[src/rtl/data_mem_ctrl.sv]
// data_mem_ctrl
//   Load/store front end between the core LSU and a word-wide, byte-enabled
//   data RAM with one cycle of read latency. Sized requests (byte/half/word)
//   become aligned word accesses with byte enables and replicated write data.
//   Read data is aligned and sign/zero-extended. Misaligned, illegal-size and
//   out-of-window requests are answered with an error and never reach the RAM.
//   Each response is held under valid/ready backpressure.
//
// Ports
//   clk, rst_n                      clock, asynchronous active-low reset
//   req_valid/req_ready             LSU request handshake
//   req_addr, req_we, req_size,     byte address, store flag, size code
//   req_unsigned, req_wdata         (00 byte, 01 half, 10 word, 11 illegal),
//                                   load zero-extend flag, right-justified data
//   rsp_valid/rsp_ready             LSU response handshake
//   rsp_rdata, rsp_err              extended load data (0 for stores/errors), error
//   mem_req, mem_addr, mem_we,      RAM access strobe, word-aligned byte address,
//   mem_be, mem_wdata               write enable, byte enables, write data
//   mem_rdata                       RAM read data, valid the cycle after mem_req
module data_mem_ctrl #(
  parameter int unsigned DEPTH     = 4096,
  parameter logic [31:0] BASE_ADDR = 32'h0
) (
  input  logic        clk,
  input  logic        rst_n,
  input  logic        req_valid,
  output logic        req_ready,
  input  logic [31:0] req_addr,
  input  logic        req_we,
  input  logic [1:0]  req_size,
  input  logic        req_unsigned,
  input  logic [31:0] req_wdata,
  output logic        rsp_valid,
  input  logic        rsp_ready,
  output logic [31:0] rsp_rdata,
  output logic        rsp_err,
  output logic        mem_req,
  output logic [31:0] mem_addr,
  output logic        mem_we,
  output logic [3:0]  mem_be,
  output logic [31:0] mem_wdata,
  input  logic [31:0] mem_rdata
);

  // Window size held in 33 bits so a 4 GiB window still compares correctly.
  localparam logic [32:0] WINDOW_BYTES = 33'(DEPTH) * 33'd4;

  typedef enum logic [1:0] {
    IDLE,
    ACCESS,
    RESP
  } state_e;

  state_e      state_q;
  logic        we_q;
  logic        uns_q;
  logic [1:0]  size_q;
  logic [1:0]  off_q;
  logic        rsp_valid_q;
  logic        rsp_err_q;
  logic [31:0] rsp_rdata_q;

  logic        accept;
  logic        req_err;
  logic        out_of_range;
  logic [31:0] rel_addr;
  logic [31:0] ld_shift;
  logic [31:0] ld_data;

  // Addresses below BASE_ADDR wrap to large offsets and fall out of range.
  assign rel_addr     = req_addr - BASE_ADDR;
  assign out_of_range = ({1'b0, rel_addr} >= WINDOW_BYTES);

  always_comb begin
    req_err = 1'b0;
    case (req_size)
      2'b00:   req_err = 1'b0;
      2'b01:   req_err = req_addr[0];
      2'b10:   req_err = |req_addr[1:0];
      default: req_err = 1'b1;
    endcase
    req_err = req_err | out_of_range;
  end

  assign req_ready = (state_q == IDLE) || ((state_q == RESP) && rsp_ready);
  assign accept    = req_valid && req_ready;

  assign mem_req   = accept && !req_err;
  assign mem_we    = mem_req && req_we;
  assign mem_addr  = mem_req ? {req_addr[31:2], 2'b00} : '0;

  always_comb begin
    mem_be    = '0;
    mem_wdata = '0;
    if (mem_req) begin
      case (req_size)
        2'b00: begin
          mem_be    = 4'b0001 << req_addr[1:0];
          mem_wdata = {4{req_wdata[7:0]}};
        end
        2'b01: begin
          mem_be    = req_addr[1] ? 4'b1100 : 4'b0011;
          mem_wdata = {2{req_wdata[15:0]}};
        end
        default: begin
          mem_be    = 4'b1111;
          mem_wdata = req_wdata;
        end
      endcase
      if (!req_we) begin
        mem_be = 4'b1111;
      end
    end
  end

  // Read data arrives in ACCESS, so alignment uses the captured fields.
  always_comb begin
    ld_shift = mem_rdata >> {off_q, 3'b000};
    case (size_q)
      2'b00:   ld_data = uns_q ? {24'h0, ld_shift[7:0]}
                               : {{24{ld_shift[7]}}, ld_shift[7:0]};
      2'b01:   ld_data = uns_q ? {16'h0, ld_shift[15:0]}
                               : {{16{ld_shift[15]}}, ld_shift[15:0]};
      default: ld_data = mem_rdata;
    endcase
  end

  // An accept can only occur in IDLE or in RESP during the response
  // handshake, so it is handled once ahead of the per-state behaviour.
  always_ff @(posedge clk or negedge rst_n) begin
    if (!rst_n) begin
      state_q     <= IDLE;
      we_q        <= 1'b0;
      uns_q       <= 1'b0;
      size_q      <= '0;
      off_q       <= '0;
      rsp_valid_q <= 1'b0;
      rsp_err_q   <= 1'b0;
      rsp_rdata_q <= '0;
    end else if (accept) begin
      if (req_err) begin
        state_q     <= RESP;
        rsp_valid_q <= 1'b1;
        rsp_err_q   <= 1'b1;
        rsp_rdata_q <= '0;
      end else begin
        state_q     <= ACCESS;
        rsp_valid_q <= 1'b0;
        we_q        <= req_we;
        uns_q       <= req_unsigned;
        size_q      <= req_size;
        off_q       <= req_addr[1:0];
      end
    end else begin
      case (state_q)
        IDLE: state_q <= IDLE;
        ACCESS: begin
          state_q     <= RESP;
          rsp_valid_q <= 1'b1;
          rsp_err_q   <= 1'b0;
          rsp_rdata_q <= we_q ? '0 : ld_data;
        end
        RESP: begin
          if (rsp_ready) begin
            state_q     <= IDLE;
            rsp_valid_q <= 1'b0;
          end
        end
        default: state_q <= IDLE;
      endcase
    end
  end

  assign rsp_valid = rsp_valid_q;
  assign rsp_err   = rsp_err_q;
  assign rsp_rdata = rsp_rdata_q;

endmodule

[config.mk]
export PLATFORM = sky130hd
export DESIGN_NAME = data_mem_ctrl
export DESIGN_NICKNAME = d
export VERILOG_FILES = /design/src/rtl/data_mem_ctrl.sv
export SDC_FILE = /design/constraint.sdc
export NUM_CORES = 1
export LEC_CHECK = 0
export CAP_MARGIN = 20
export CORE_ASPECT_RATIO = 0.75
export CORE_MARGIN = 8
export CORE_UTILIZATION = 33
export CTS_BUF_LIST = sky130_fd_sc_hd__clkbuf_16
export CTS_CLUSTER_DIAMETER = 40
export CTS_CLUSTER_SIZE = 30
export DETAILED_ROUTE_END_ITERATION = 12
export PLACE_DENSITY = 0.81
export SYNTH_ARGS = -nofsm -noshare
export SYNTH_HDL_FRONTEND = slang
export SYNTH_SLANG_ARGS = --single-unit
[constraint.sdc]
create_clock -name clk -period 1.8 [get_ports clk]
set_input_delay 0.18 -clock clk [delete_from_list [all_inputs] [get_ports clk]]
set_output_delay 0.18 -clock clk [all_outputs]
set_load 0.02 [all_outputs]
# --- Word-level counts from Yosys, hierarchy flattened ---
# Cells that the tools add are included.
word_totals:
  reg_bits: 42
  in_bits: 104
  out_inout_bits: 105
  word_cells: 61
op_classes:
  n_lt_le_gt_ge: 1
  eq_ne: 7
  shift: 2
  n_mux: 26
  bitwise: 2
  reduce_logical: 15
ops:
  columns: ["cell", "n"]
  rows:
  - ["$mux 32", 8]
  - ["$pmux 32 s2", 2]
  - ["$ge 32x15->1 const B", 1]
  - ["$shr 32x5->16", 1]
  - ["$mux 4", 3]
  - ["$pmux 4 s2", 1]
  - ["$eq 2x1->1 const B", 3]
  - ["$logic_not 2->1", 3]
  - ["$mux 1", 6]
  - ["$mux 2", 3]
  - ["$reduce_and 2->1", 3]
  - ["$eq 2x2->1 const B", 2]
  - ["$logic_and 1x1->1", 4]
  - ["$pmux 2 s2", 1]
  - ["$shl 1x2->4 const A", 1]
  - ["$ne 3x3->1 const B", 1]
  - ["$pmux 1 s3", 1]
  - ["$reduce_bool 3->1", 1]
  - ["$ne 2x1->1 const B", 1]
  - ["$pmux 1 s2", 1]
  - ["$reduce_bool 2->1", 1]
  - ["$reduce_or 2->1", 1]
  - ["$logic_not 1->1", 1]
  - ["$logic_or 1x1->1", 1]
  - ["2 further kinds", 2]

# --- Logic depth before layout (Yosys ltp) ---
logic_depth:
  depth_word: 6
  mapped_depth: 8
  mapped_depth_nobuf: 5

# --- Worst setup path after synthesis ---
# No wires, ideal clock.
synth_timing:
  path_type: "in2out"
  start: "input req_size[1]"
  end: "output mem_wdata[22]"
  arrival_ns: 1.759
  t_required_ns: 1.620
  path_slack_ns: -0.139
  stages: 8
  n_path_buf: 4
  cell_sequence: "buf_2 o21ai_0 nand3_1 or3_1 buf_2 buf_6 buf_2 nor2_1"
synth_between:
  elab_chain_cells: 6
  elab_cells_between_ends: 9
  classes_between: "eq/ne (2); mux (3); bitwise (1); reduce/logical (3)"
synth_rtl:
  columns: ["element", "line", "rtl"]
  rows:
  - ["start, declared", "30", "input logic [1:0] req_size,"]
  - ["$eq 2x2->1 (tied with other cells)", "76", "case (req_size)"]
  - ["$pmux 1 s3", "76", null]
  - ["$or 1x1->1", "82", "req_err = req_err | out_of_range;"]
  - ["$logic_not 1->1", "88", "assign mem_req = accept && !req_err;"]
  - ["$logic_and 1x1->1", "88", null]
  - ["$mux 32 (*)", "95", "if (mem_req) begin"]
  - ["end, declared", "41", "output logic [31:0] mem_wdata,"]
# Every way passes the cells marked *; elsewhere a longest branch is shown, timed or not.

# --- Worst setup path in the final report ---
layout_timing:
  start: "input req_addr[18]"
  end: "output mem_addr[7]"
layout_between:
  elab_chain_cells: 5
layout_rtl:
  columns: ["element", "line", "rtl"]
  rows:
  - ["start, declared", "28", "input logic [31:0] req_addr,"]
  - ["$ge 32x15->1", "72", "assign out_of_range = ({1'b0, rel_addr} >= WINDOW_BYTES);"]
  - ["$or 1x1->1", "82", null]
  - ["$logic_not 1->1", "88", null]
  - ["$logic_and 1x1->1", "88", null]
  - ["$mux 32", "90", "assign mem_addr = mem_req ? {req_addr[31:2], 2'b00} : '0;"]
  - ["end, declared", "38", "output logic [31:0] mem_addr,"]
# No other way between the ends.

==> reports/qor.csv <==
stage,metric,value,unit
run_status,status,"finished, violations left",
run_status,failing checks,setup timing,
routing,WL final,14.4,mm
critical_path,CP Cell Sequence,dlygate4sd2_1 -> nor4_1 -> nand4_1 -> or3_4 -> inv_8 -> clkbuf_16 -> and2_4 -> buf_6,
yosys,Cells after Synth,341,
clock_network,CTS Buf Count,5,
critical_path,CP top delay family,simple AND/OR/NAND/NOR gates,
sta,Final Hold Viols,0,
yosys,"Cell Area, Synth",0.00308,sq mm
critical_path,CP Capture Type,output port,
routing,wire per inst,20.8,um
placed_design,port buffer count,188,
routing,DRT antenna net count,0,
power_and_ir_drop,clock power share,0.322,
yosys,part of the Yosys area used for sequential elements,0.341,
floorplan,Core Area,0.00908,sq mm
critical_path,Worst Path Arrival,1.91,ns
floorplan,Starting Density,0.340,
floorplan,die width,128,um
floorplan,num ports,209,
worst_hold_path,Worst Hold Class,in -> reg,
clock_network,CTS sink cnt,42,
clock_network,root buffer cell,clkbuf_16,
layout,most frequent cells in the layout,"clkdlybuf4s50_1 (114), buf_6 (57), dfrtp_1 (42)",
critical_path,Worst Path Required,1.62,ns
clock_network,H-Tree Level Count,2,
critical_path,CP Class,in -> out,
layout,diode count,0,
floorplan,row count,30,
power_and_ir_drop,Flop pwr share,0.378,
power_and_ir_drop,Worst VDD drop,0.355,mV
routing,wl on met1,5.63,mm
power_and_ir_drop,Leak,2.59,nW
critical_path,CP max FO,5,
clock_network,Clock Tree Buf Depth,2,
critical_path,Buf/Inv on CP,4,
worst_hold_path,min-delay src,req_valid,
layout,layout cell share with drive strength beyond 1,0.359,
run,Max-Cap Viols,0,
floorplan,total die area,0.0127,sq mm
yosys,syn avg cell area,9.04,sq um
yosys,Post-synth EDFFs,0,
yosys,number of warnings issued by yosys,0,
sta,Final Skew,0.00767,ns
sta,worst slew pin tran,1.06,ns
routing,DR vias,3639,
global_routing,initial antenna violation count,0,
critical_path,worst reg2reg startpoint,state_q[0],
critical_path,Slowest cell on crit path,or3_4,
layout,Nets,667,
global_routing,vias in the first global route,3791,
sta,hold_ws,0.401,ns
power_and_ir_drop,P_int,1.88,mW
placed_design,GPL Wtd Cong,0.845,
sta,Final min period,2.09,ns
sta,slew margin rel.,0.293,
sta,Final setup viols,55,
sta,Tcrit/Tclk final,1.16,
power_and_ir_drop,power after layout,2.65,mW
routing,met2 WL,7.39,mm
power_and_ir_drop,Sw Ratio,0.291,
power_and_ir_drop,net switching power,0.772,mW
yosys,"FF+latch count, synth",42,
routing,routed wl met3,959,um
sta,unrepaired setup endpoints after global routing,yes,
routing,TritonRoute pass-1 iters,4,
clock_network,clock-pin slew on the worst setup and hold paths,0.06,ns
sta,Fin Setup TNS,-12.19,ns
global_routing,largest net degree at the start of global routing,37,
clock_network,clk_lat worst skew,0.29,ns
routing,via density per instance,5.27,
global_routing,first-pass GRT wire length,21.3,mm
placed_design,Detailed Place HPWL,10.8,mm
sta,Max Clk Rate,0.478,GHz
routing,Top Metal Used,met4,
yosys,Synth cell types,39,
power_and_ir_drop,Gate power share,0.300,
routing,DR iter-0 viols,221,
layout,Layout area overhead,97.6,%
critical_path,Setup crit start kind,input pin,
power_and_ir_drop,P per Cell Area,435,mW/mm^2
yosys,async set or reset register ratio after synthesis,1.00,
sta,final critical-path setup slack,-0.290,ns
sta,max-slew violations,0,
routing,DRC viols,0,
floorplan,Die H,99.7,um
critical_path,"slowest stage delay, CP",0.50,ns
critical_path,CP startpoint,req_addr[18],
clock_network,CTS tree,done,
global_routing,gr usage total,0.210,
global_routing,remaining global-route overflow,0,
layout,"most common cell after layout, fill and taps aside",clkdlybuf4s50_1,
yosys,ys flop type,dfrtp_1,
==> registers in the layout (all words and copies together) (netlist names) <==
| register | flops |
|---|---|
| rsp_rdata | 32 |
| off_q | 2 |
| size_q | 2 |
| state_q | 2 |
| rsp_err | 1 |
| rsp_valid | 1 |
| uns_q | 1 |
| we_q | 1 |
==> power groups by stage <==
stage | logic [mW] | registers, mW | clock network (mW)
after global routing | 0.843 | 1.01 | 0.897
after floorplan | 0.274 | 1.06 | 0
after detailed placement | 0.730 | 1.02 | 0
after global placement | 0.714 | 1.01 | 0
after CTS | 0.745 | 1.00 | 0.857
final | 0.796 | 1.00 | 0.854
==> final timing paths <==
| check | depth (start not counted) | endpoint | slack [ns] |
|---|---|---|---|
| min in group asynchronous | 2 | rsp_rdata[4] | 0.48 |
| setup reg to reg | 7 | uns_q | -0.02 |
| max in group asynchronous | 3 | rsp_rdata[11] | 0.67 |
| hold / removal | 2 | rsp_valid | 0.40 |
| hold reg to reg | 1 | rsp_rdata[9] | 0.49 |
| setup / recovery | 8 | mem_addr[7] | -0.29 |
==> final cells by class <==
cell class                      count  area (sq um)
Timing Repair Buffer              242          2430
Clock inverter                      2          10.0
Clock buffer                        5           125
Multi-Input combinational cell    258          2260
Sequential cell                    42          1050
Inverter                           14          60.1
Tap cell                          128           160
Fill cell                         679          2990
==> synthesized netlist by cell type (all sizes together) (2+ instances only) <==
cell,count,area (sq um)
a21oi,23,115
o221ai,9,78.8
a32o,16,160
nand2b,18,113
nor2,31,116
o21bai,2,15.0
or3,2,12.5
a221oi,7,61.3
o2bb2ai,15,131
nor2b,6,37.5
nand4,2,12.5
mux2,7,78.8
inv,14,52.6
clkbuf,12,46.3
nand2,9,33.8
o21ai,15,75.1
a2bb2oi,7,61.3
and2,21,131
mux2i,32,320
dfrtp,42,1050
nor4,4,25.0
buf,35,231
==> repair_timing <==
action	CTS	global route
endpoints found under the setup margin	80	79
hold buffers	1	0
endpoints found under the hold margin	29	0
pin swaps	22	16
gates resized for setup	347	75
gates cloned	2	2
buffers inserted	10	3
==> stage by stage <==
stage	util	worst slack [ns]	cell area, sq um	std cells
after floorplan	-	-0.0882	3280	360
after global placement	0.590	-0.985	5360	669
after detailed placement	0.590	-1.00	5360	669
after CTS	0.634	-0.249	5760	689
after global routing	0.671	-0.365	6100	691
final	0.671	-0.290	6100	691
==> worst reg2reg max path: stages (launching register included) <==
cell,delay (ns)
dfrtp_1,0.40
nor2b_2,0.15
nand2_2,0.08
or3_4,0.49
inv_8,0.12
buf_6,0.11
buf_6,0.09
mux2_4,0.28
==> layer usage <==
metal  up-vias  global-route usage
li1       1660                   -
met4         0              0.0556
met3        36              0.0518
met1      1786               0.250
met5         -                   0
met2       157               0.371
==> logic make-up after synthesis <==
logic type / synth area share
buf+inv: 0.107
other cells: 0.00122
flops: 0.341
compound gates: 0.239
mux: 0.137
simple gates: 0.175
Note: power is estimated with default switching activity, not from simulation.
